### config.mk
export PLATFORM = sky130hd
export DESIGN_NAME = mem_boot_loader
export DESIGN_NICKNAME = d
export VERILOG_FILES = /design/src/rtl/mem_boot_loader.sv
export SDC_FILE = /design/constraint.sdc
export NUM_CORES = 1
export LEC_CHECK = 0
export BUFFER_PORTS_ARGS = -buffer_cell sky130_fd_sc_hd__buf_2
export CAP_MARGIN = 20
export CORE_MARGIN = 4
export CORE_UTILIZATION = 47
export DETAILED_ROUTE_END_ITERATION = 8
export GPL_ROUTABILITY_DRIVEN = 0
export GPL_TIMING_DRIVEN = 1
export PLACE_DENSITY = 0.88
export SYNTH_ARGS = -nofsm -noshare
export SYNTH_HDL_FRONTEND = slang
export SYNTH_SLANG_ARGS = --single-unit
### constraint.sdc
create_clock -name clk -period 2.05 [get_ports clk]
set_input_delay 0.41 -clock clk [delete_from_list [all_inputs] [get_ports clk]]
set_output_delay 0.41 -clock clk [all_outputs]
set_load 0.005 [all_outputs]
### src/rtl/mem_boot_loader.sv
// mem_boot_loader
// ---------------
// Boot-time loader between the multicycle Processor and its Memory. After a
// start pulse it streams an instruction segment and then a data segment from
// a host valid/ready channel straight into the Memory write port, holding the
// Processor in reset. Once loading completes it keeps cpu_rst high for
// HOLD_CYCLES cycles, then releases the Processor and passes its memory bus
// through unchanged.
//
// Optional feature (macro BOOT_CHECKSUM_EN): a 32-bit running sum of every
// loaded word is compared with one extra host beat after the last segment;
// a mismatch parks the loader in ERROR with err=1 and the Processor in reset.
// Without the macro there is no CHECK state and err is tied to 0.
//
// Ports:
//   clk, rst          system clock, synchronous active-high reset
//   start             one-cycle pulse; honoured in IDLE, RUN and ERROR only
//   in_valid/in_ready host word handshake, in_data = host word
//   proc_*            Processor memory bus (used only in RUN)
//   mem_*             Memory bus (loader writes while loading, pass-through in RUN)
//   cpu_rst           Processor reset, low only in RUN
//   busy              high in LOAD_INST, LOAD_DATA, CHECK and HOLD
//   done              high in RUN
//   err               checksum mismatch, sticky until rst or start

module mem_boot_loader #(
  parameter int unsigned INST_BASE   = 0,
  parameter int unsigned INST_WORDS  = 14,
  parameter int unsigned DATA_BASE   = 1000,
  parameter int unsigned DATA_WORDS  = 10,
  parameter int unsigned DEPTH       = 2048,
  parameter int unsigned ADDR_SHIFT  = 2,
  parameter int unsigned HOLD_CYCLES = 2
) (
  input  logic        clk,
  input  logic        rst,
  input  logic        start,
  input  logic        in_valid,
  output logic        in_ready,
  input  logic [31:0] in_data,
  input  logic        proc_mem_write,
  input  logic        proc_mem_read,
  input  logic [31:0] proc_mem_addr,
  input  logic [31:0] proc_write_data,
  output logic        mem_write,
  output logic        mem_read,
  output logic [31:0] mem_addr,
  output logic [31:0] mem_write_data,
  output logic        cpu_rst,
  output logic        busy,
  output logic        done,
  output logic        err
);

  localparam int unsigned IDX_W = (DEPTH > 1) ? $clog2(DEPTH) : 1;

  // Word indices are kept already reduced modulo DEPTH, so the segment start
  // is folded here and the per-beat step is a compare-and-wrap increment.
  localparam logic [IDX_W-1:0] INST_START = IDX_W'(INST_BASE % DEPTH);
  localparam logic [IDX_W-1:0] DATA_START = IDX_W'(DATA_BASE % DEPTH);
  localparam logic [IDX_W-1:0] LAST_IDX   = IDX_W'(DEPTH - 1);
  localparam logic [31:0]      INST_LAST  = 32'(INST_WORDS - 1);
  localparam logic [31:0]      DATA_LAST  = 32'(DATA_WORDS - 1);
  localparam logic [7:0]       HOLD_LAST  = 8'(HOLD_CYCLES - 1);

  typedef enum logic [2:0] {
    IDLE, LOAD_INST, LOAD_DATA, CHECK, HOLD, RUN, ERROR
  } state_t;

  // State entered once every segment word has been written.
  localparam state_t POST_LOAD =
`ifdef BOOT_CHECKSUM_EN
    CHECK;
`else
    HOLD;
`endif

  // Empty segments are skipped entirely.
  localparam state_t AFTER_INST  = (DATA_WORDS != 0) ? LOAD_DATA : POST_LOAD;
  localparam state_t FIRST_STATE = (INST_WORDS != 0) ? LOAD_INST : AFTER_INST;

  state_t           state;
  state_t           state_nxt;
  logic [31:0]      cnt;
  logic [IDX_W-1:0] idx;
  logic [7:0]       hold_cnt;
  logic             accept;
  logic             loading;

`ifdef BOOT_CHECKSUM_EN
  logic [31:0]      sum;
  logic             restart;

  assign restart = start && (state == IDLE || state == RUN || state == ERROR);
`endif

  assign accept  = in_valid && in_ready;
  assign loading = (state == LOAD_INST) || (state == LOAD_DATA);

  always_comb begin
    state_nxt = state;
    case (state)
      IDLE, RUN, ERROR: if (start) state_nxt = FIRST_STATE;
      LOAD_INST:        if (accept && cnt == INST_LAST) state_nxt = AFTER_INST;
      LOAD_DATA:        if (accept && cnt == DATA_LAST) state_nxt = POST_LOAD;
`ifdef BOOT_CHECKSUM_EN
      // The checksum beat is consumed but never written to memory.
      CHECK:            if (accept) state_nxt = (in_data == sum) ? HOLD : ERROR;
`endif
      HOLD:             if (hold_cnt == HOLD_LAST) state_nxt = RUN;
      default:          state_nxt = IDLE;
    endcase
  end

  // State, counters and the state-derived outputs all update together, so
  // in_ready/cpu_rst/busy/done/err are registered copies of the next state.
  always_ff @(posedge clk) begin
    if (rst) begin
      state    <= IDLE;
      cnt      <= '0;
      idx      <= '0;
      hold_cnt <= '0;
      cpu_rst  <= 1'b1;
      in_ready <= 1'b0;
      busy     <= 1'b0;
      done     <= 1'b0;
`ifdef BOOT_CHECKSUM_EN
      sum      <= '0;
      err      <= 1'b0;
`endif
    end else begin
      state <= state_nxt;

      if (state_nxt != state)
        cnt <= '0;
      else if (loading && accept)
        cnt <= cnt + 32'd1;

      // Segment entry overrides the per-beat increment on the boundary beat.
      if (loading && accept)
        idx <= (idx == LAST_IDX) ? '0 : idx + 1'b1;
      if (state_nxt == LOAD_INST && state != LOAD_INST)
        idx <= INST_START;
      if (state_nxt == LOAD_DATA && state != LOAD_DATA)
        idx <= DATA_START;

      hold_cnt <= (state == HOLD && state_nxt == HOLD) ? hold_cnt + 8'd1 : 8'd0;

      in_ready <= (state_nxt == LOAD_INST) || (state_nxt == LOAD_DATA) ||
                  (state_nxt == CHECK);
      cpu_rst  <= (state_nxt != RUN);
      busy     <= (state_nxt == LOAD_INST) || (state_nxt == LOAD_DATA) ||
                  (state_nxt == CHECK) || (state_nxt == HOLD);
      done     <= (state_nxt == RUN);
`ifdef BOOT_CHECKSUM_EN
      if (restart)
        sum <= '0;
      else if (loading && accept)
        sum <= sum + in_data;
      err <= (state_nxt == ERROR);
`endif
    end
  end

`ifndef BOOT_CHECKSUM_EN
  assign err = 1'b0;
`endif

  // Memory bus is combinational: loader writes land in the accepting cycle,
  // and the Processor sees Memory with no added latency once running.
  always_comb begin
    mem_write      = 1'b0;
    mem_read       = 1'b0;
    mem_addr       = '0;
    mem_write_data = '0;
    case (state)
      LOAD_INST, LOAD_DATA: begin
        mem_write      = accept;
        mem_addr       = 32'(idx) << ADDR_SHIFT;
        mem_write_data = accept ? in_data : 32'd0;
      end
      RUN: begin
        mem_write      = proc_mem_write;
        mem_read       = proc_mem_read;
        mem_addr       = proc_mem_addr;
        mem_write_data = proc_write_data;
      end
      default: ;
    endcase
  end

endmodule
==> metrics.cfg <==
[pwr]
ir_drop_uv=271.3
pwr_density_cell_nw_per_um2=518.0
totalPowerFinal_w=0.002603
power.leakage_nw=2.376

[job]
max_cap_viol_count=0

[sta]
relSlewSlack_pct=66.53
final-hold-violation-count=0
worst_slew_pin_slew_ns=0.4984
setup_viol=32
fin_skew_ns=0.007820
layout_worst_path_cycle_share_pct=105.8
drv_slew=0
worst_slack_ns=-0.1188
fmaxAchievable_mhz=461.1
rsz0062_at_grt=true
period_minus_slack_ns=2.169

[global_route]
grt_pass1_vias=3897
grt_overflow=0
grt_pass1_wl_um=18840
track_usage_pct=26.99
grt_max_degree=38
antenna_found_initial=1

[routing]
drt_iter0_drc=478
drc=0
dr_total_vias=4298
viasPerCell=5.986
routedWlPerCell_um=18.18
ant_nets=0
drt_pass1_iterations=5
wl_um=13050

[setup_path]
rr_endpoint=idx[4]$_SDFFE_PP0P_
required_ns=1.64
crit_path_max_fanout=37
rr_worst_depth=6
critical_path_class=register to primary output
cp-end-kind=primary output
rrSetupSlack_ns=0.11
reg2reg_from=state[0]$_SDFF_PP0_
cp-startpoint=state[2]$_SDFF_PP0_
arrival_ns=1.76
endpoint=mem_write_data[3]
crit_path_start_kind=register

[status]
violations=setup timing
status=finished, violations left

[clock_tree]
root_buffer=clkbuf_8
cts_max_path_buffers=2
clk_latency_ns=0.35
cts_buffers=9
clk_pin_slew_ns=0.06
cts.sinks=58
h-tree-depth=3
cts_tree=built

[placement]
place_area_um2=4562
dpl.hpwl_um=8624
io_buffers=171

[final_layout]
fin_nets=719
area_growth_pct=43.28
final_util_pct=69.28
final_layout_size_suffix_gt1_share_pct=38.41
final_common_cell=buf_2
mostFrequentLayoutCells=buf_2, nor2_1, dfxtp_1
final_area_um2=5025

[yosys]
ys_ff_latch=58
syn_avg_cell_area_um2=8.233
synth_top_family_by_area=simple AND/OR/NAND/NOR gates
ys.flop_type=dfxtp_1
yosysWarnings=0
synth_top_cell_by_area=dfxtp_1
yosys-top-cells-area=dfxtp_1, a22o_1, xor2_1, nor2_1, and3_1
synth_xor_area_share_pct=10.20
seq_area_frac_synth_pct=33.11
synthesis.area_um2=3507
synthSimpleGateAreaFrac_pct=31.93
synthCells=426
synth-edff-count=0
synth-adder-area-share_pct=1.784
synth_nets=533
muxShareOfSynthArea_pct=0.8919
yosysTopAreaCellShare_pct=33.11
synth_compound_gate_area_share_pct=17.73
synthArstFlopShare_pct=0
ys_types=51

[hold_path]
hold_path_class=input port to register

[die]
start_util_pct=48.35
design.die.area_um2=8908
die_w_um=94.38
rows=31
core_um2=7253
die_h_um=94.38
ios=173

## Yosys cell counts (7+ instances only)
cell type  number
a21oi_1        10
a22o_1         43
and3_1         29
and4_1          7
buf_2           8
clkbuf_1       20
dfxtp_1        58
inv_1           7
nand2_1        16
nand3_1        23
nand4_1        19
nor2_1         59
nor3_1         13
xnor2_1         8
xor2_1         31
## worst max-delay path, cell delays in order, from the launching register on
cell and delay (ns):
dfxtp_2 0.35, nand3b_1 0.28, nor2_2 0.24, buf_12 0.22
a22o_1 0.18, buf_2 0.13
## stage by stage
step                cells  setup slack [ns]  hold slack, ns  setup TNS, ns
floorplan             426            0.1690          0.4526              0
global placement      688            0.1673          0.4893              0
detailed placement    688            0.1338          0.4998              0
CTS                   708          0.006870          0.4227              0
global route          716           -0.1540          0.4430         -4.129
finish                718           -0.1188          0.4311         -2.141
## state kept, by name, summed over array words and instances (netlist names)
| name | flops |
|---|---|
| cnt | 32 |
| idx | 11 |
| hold_cnt | 8 |
| state | 3 |
| busy | 1 |
| cpu_rst | 1 |
| done | 1 |
| in_ready | 1 |
## cell families (layout without fill, tap and decap cells)
group | Yosys count | in the layout
muxes | 3 | 3
xor gates and xnor gates | 40 | 40
other | 1 | 3
adders and majority gates | 5 | 5
and+or+nand+nor | 202 | 202
buffers and inverters | 36 | 227
DFF | 58 | 58
AOI/OAI and AO/OA | 81 | 81
## worst min-delay path by stage
stage                              to                    from  slack (ns)  depth (start not counted)
2_1_floorplan  hold_cnt[0]$_SDFF_PP0_  hold_cnt[0]$_SDFF_PP0_        0.45                          1
3_3_place_gp     cnt[23]$_SDFFE_PP0P_    cnt[23]$_SDFFE_PP0P_        0.49                          2
3_5_place_dp     cnt[23]$_SDFFE_PP0P_    cnt[23]$_SDFFE_PP0P_        0.50                          2
4_1_cts           state[2]$_SDFF_PP0_                     rst        0.42                          2
5_1_grt           state[2]$_SDFF_PP0_                     rst        0.44                          2
6_report          state[2]$_SDFF_PP0_                     rst        0.43                          2
## final cells by class
class                      instances  area (um2)
inverter                           7       26.28
sequential                        58        1169
antenna                            2       5.005
clock buffer                      11       141.4
multi-input combinational        332        2237
tap                               99       123.9
timing repair buffer             204        1245
fill                             517        2228
clock inverter                     5       77.57
## power breakdown
group | total [W] | switching, W | internal, W
clock | 0.00118 | 0.000467 | 0.000713
sequential | 0.00114 | 0.00000838 | 0.00113
combinational | 0.000282 | 0.000137 | 0.000145
total | 0.00260 | 0.000612 | 0.00199
## metal layers
| metal | global-route usage (%) | vias to the layer above | wire, um |
|---|---|---|---|
| met4 | 11.43 | 0 | 401 |
| li1 | - | 1961 | - |
| met3 | 7.410 | 51 | 1513 |
| met1 | 33.68 | 1983 | 4922 |
| met5 | 0 | - | 0 |
| met2 | 43.79 | 303 | 6214 |
## what timing repair did
item | 4_1_cts | 5_1_grt
gates cloned | 2 | 4
endpoints found under the setup margin | 44 | 78
hold buffers | 0 | 0
pin swaps | 0 | 6
resized for setup | 12 | 7
buffers inserted | 2 | 4
No activity file was read; power rests on OpenSTA's default activity.
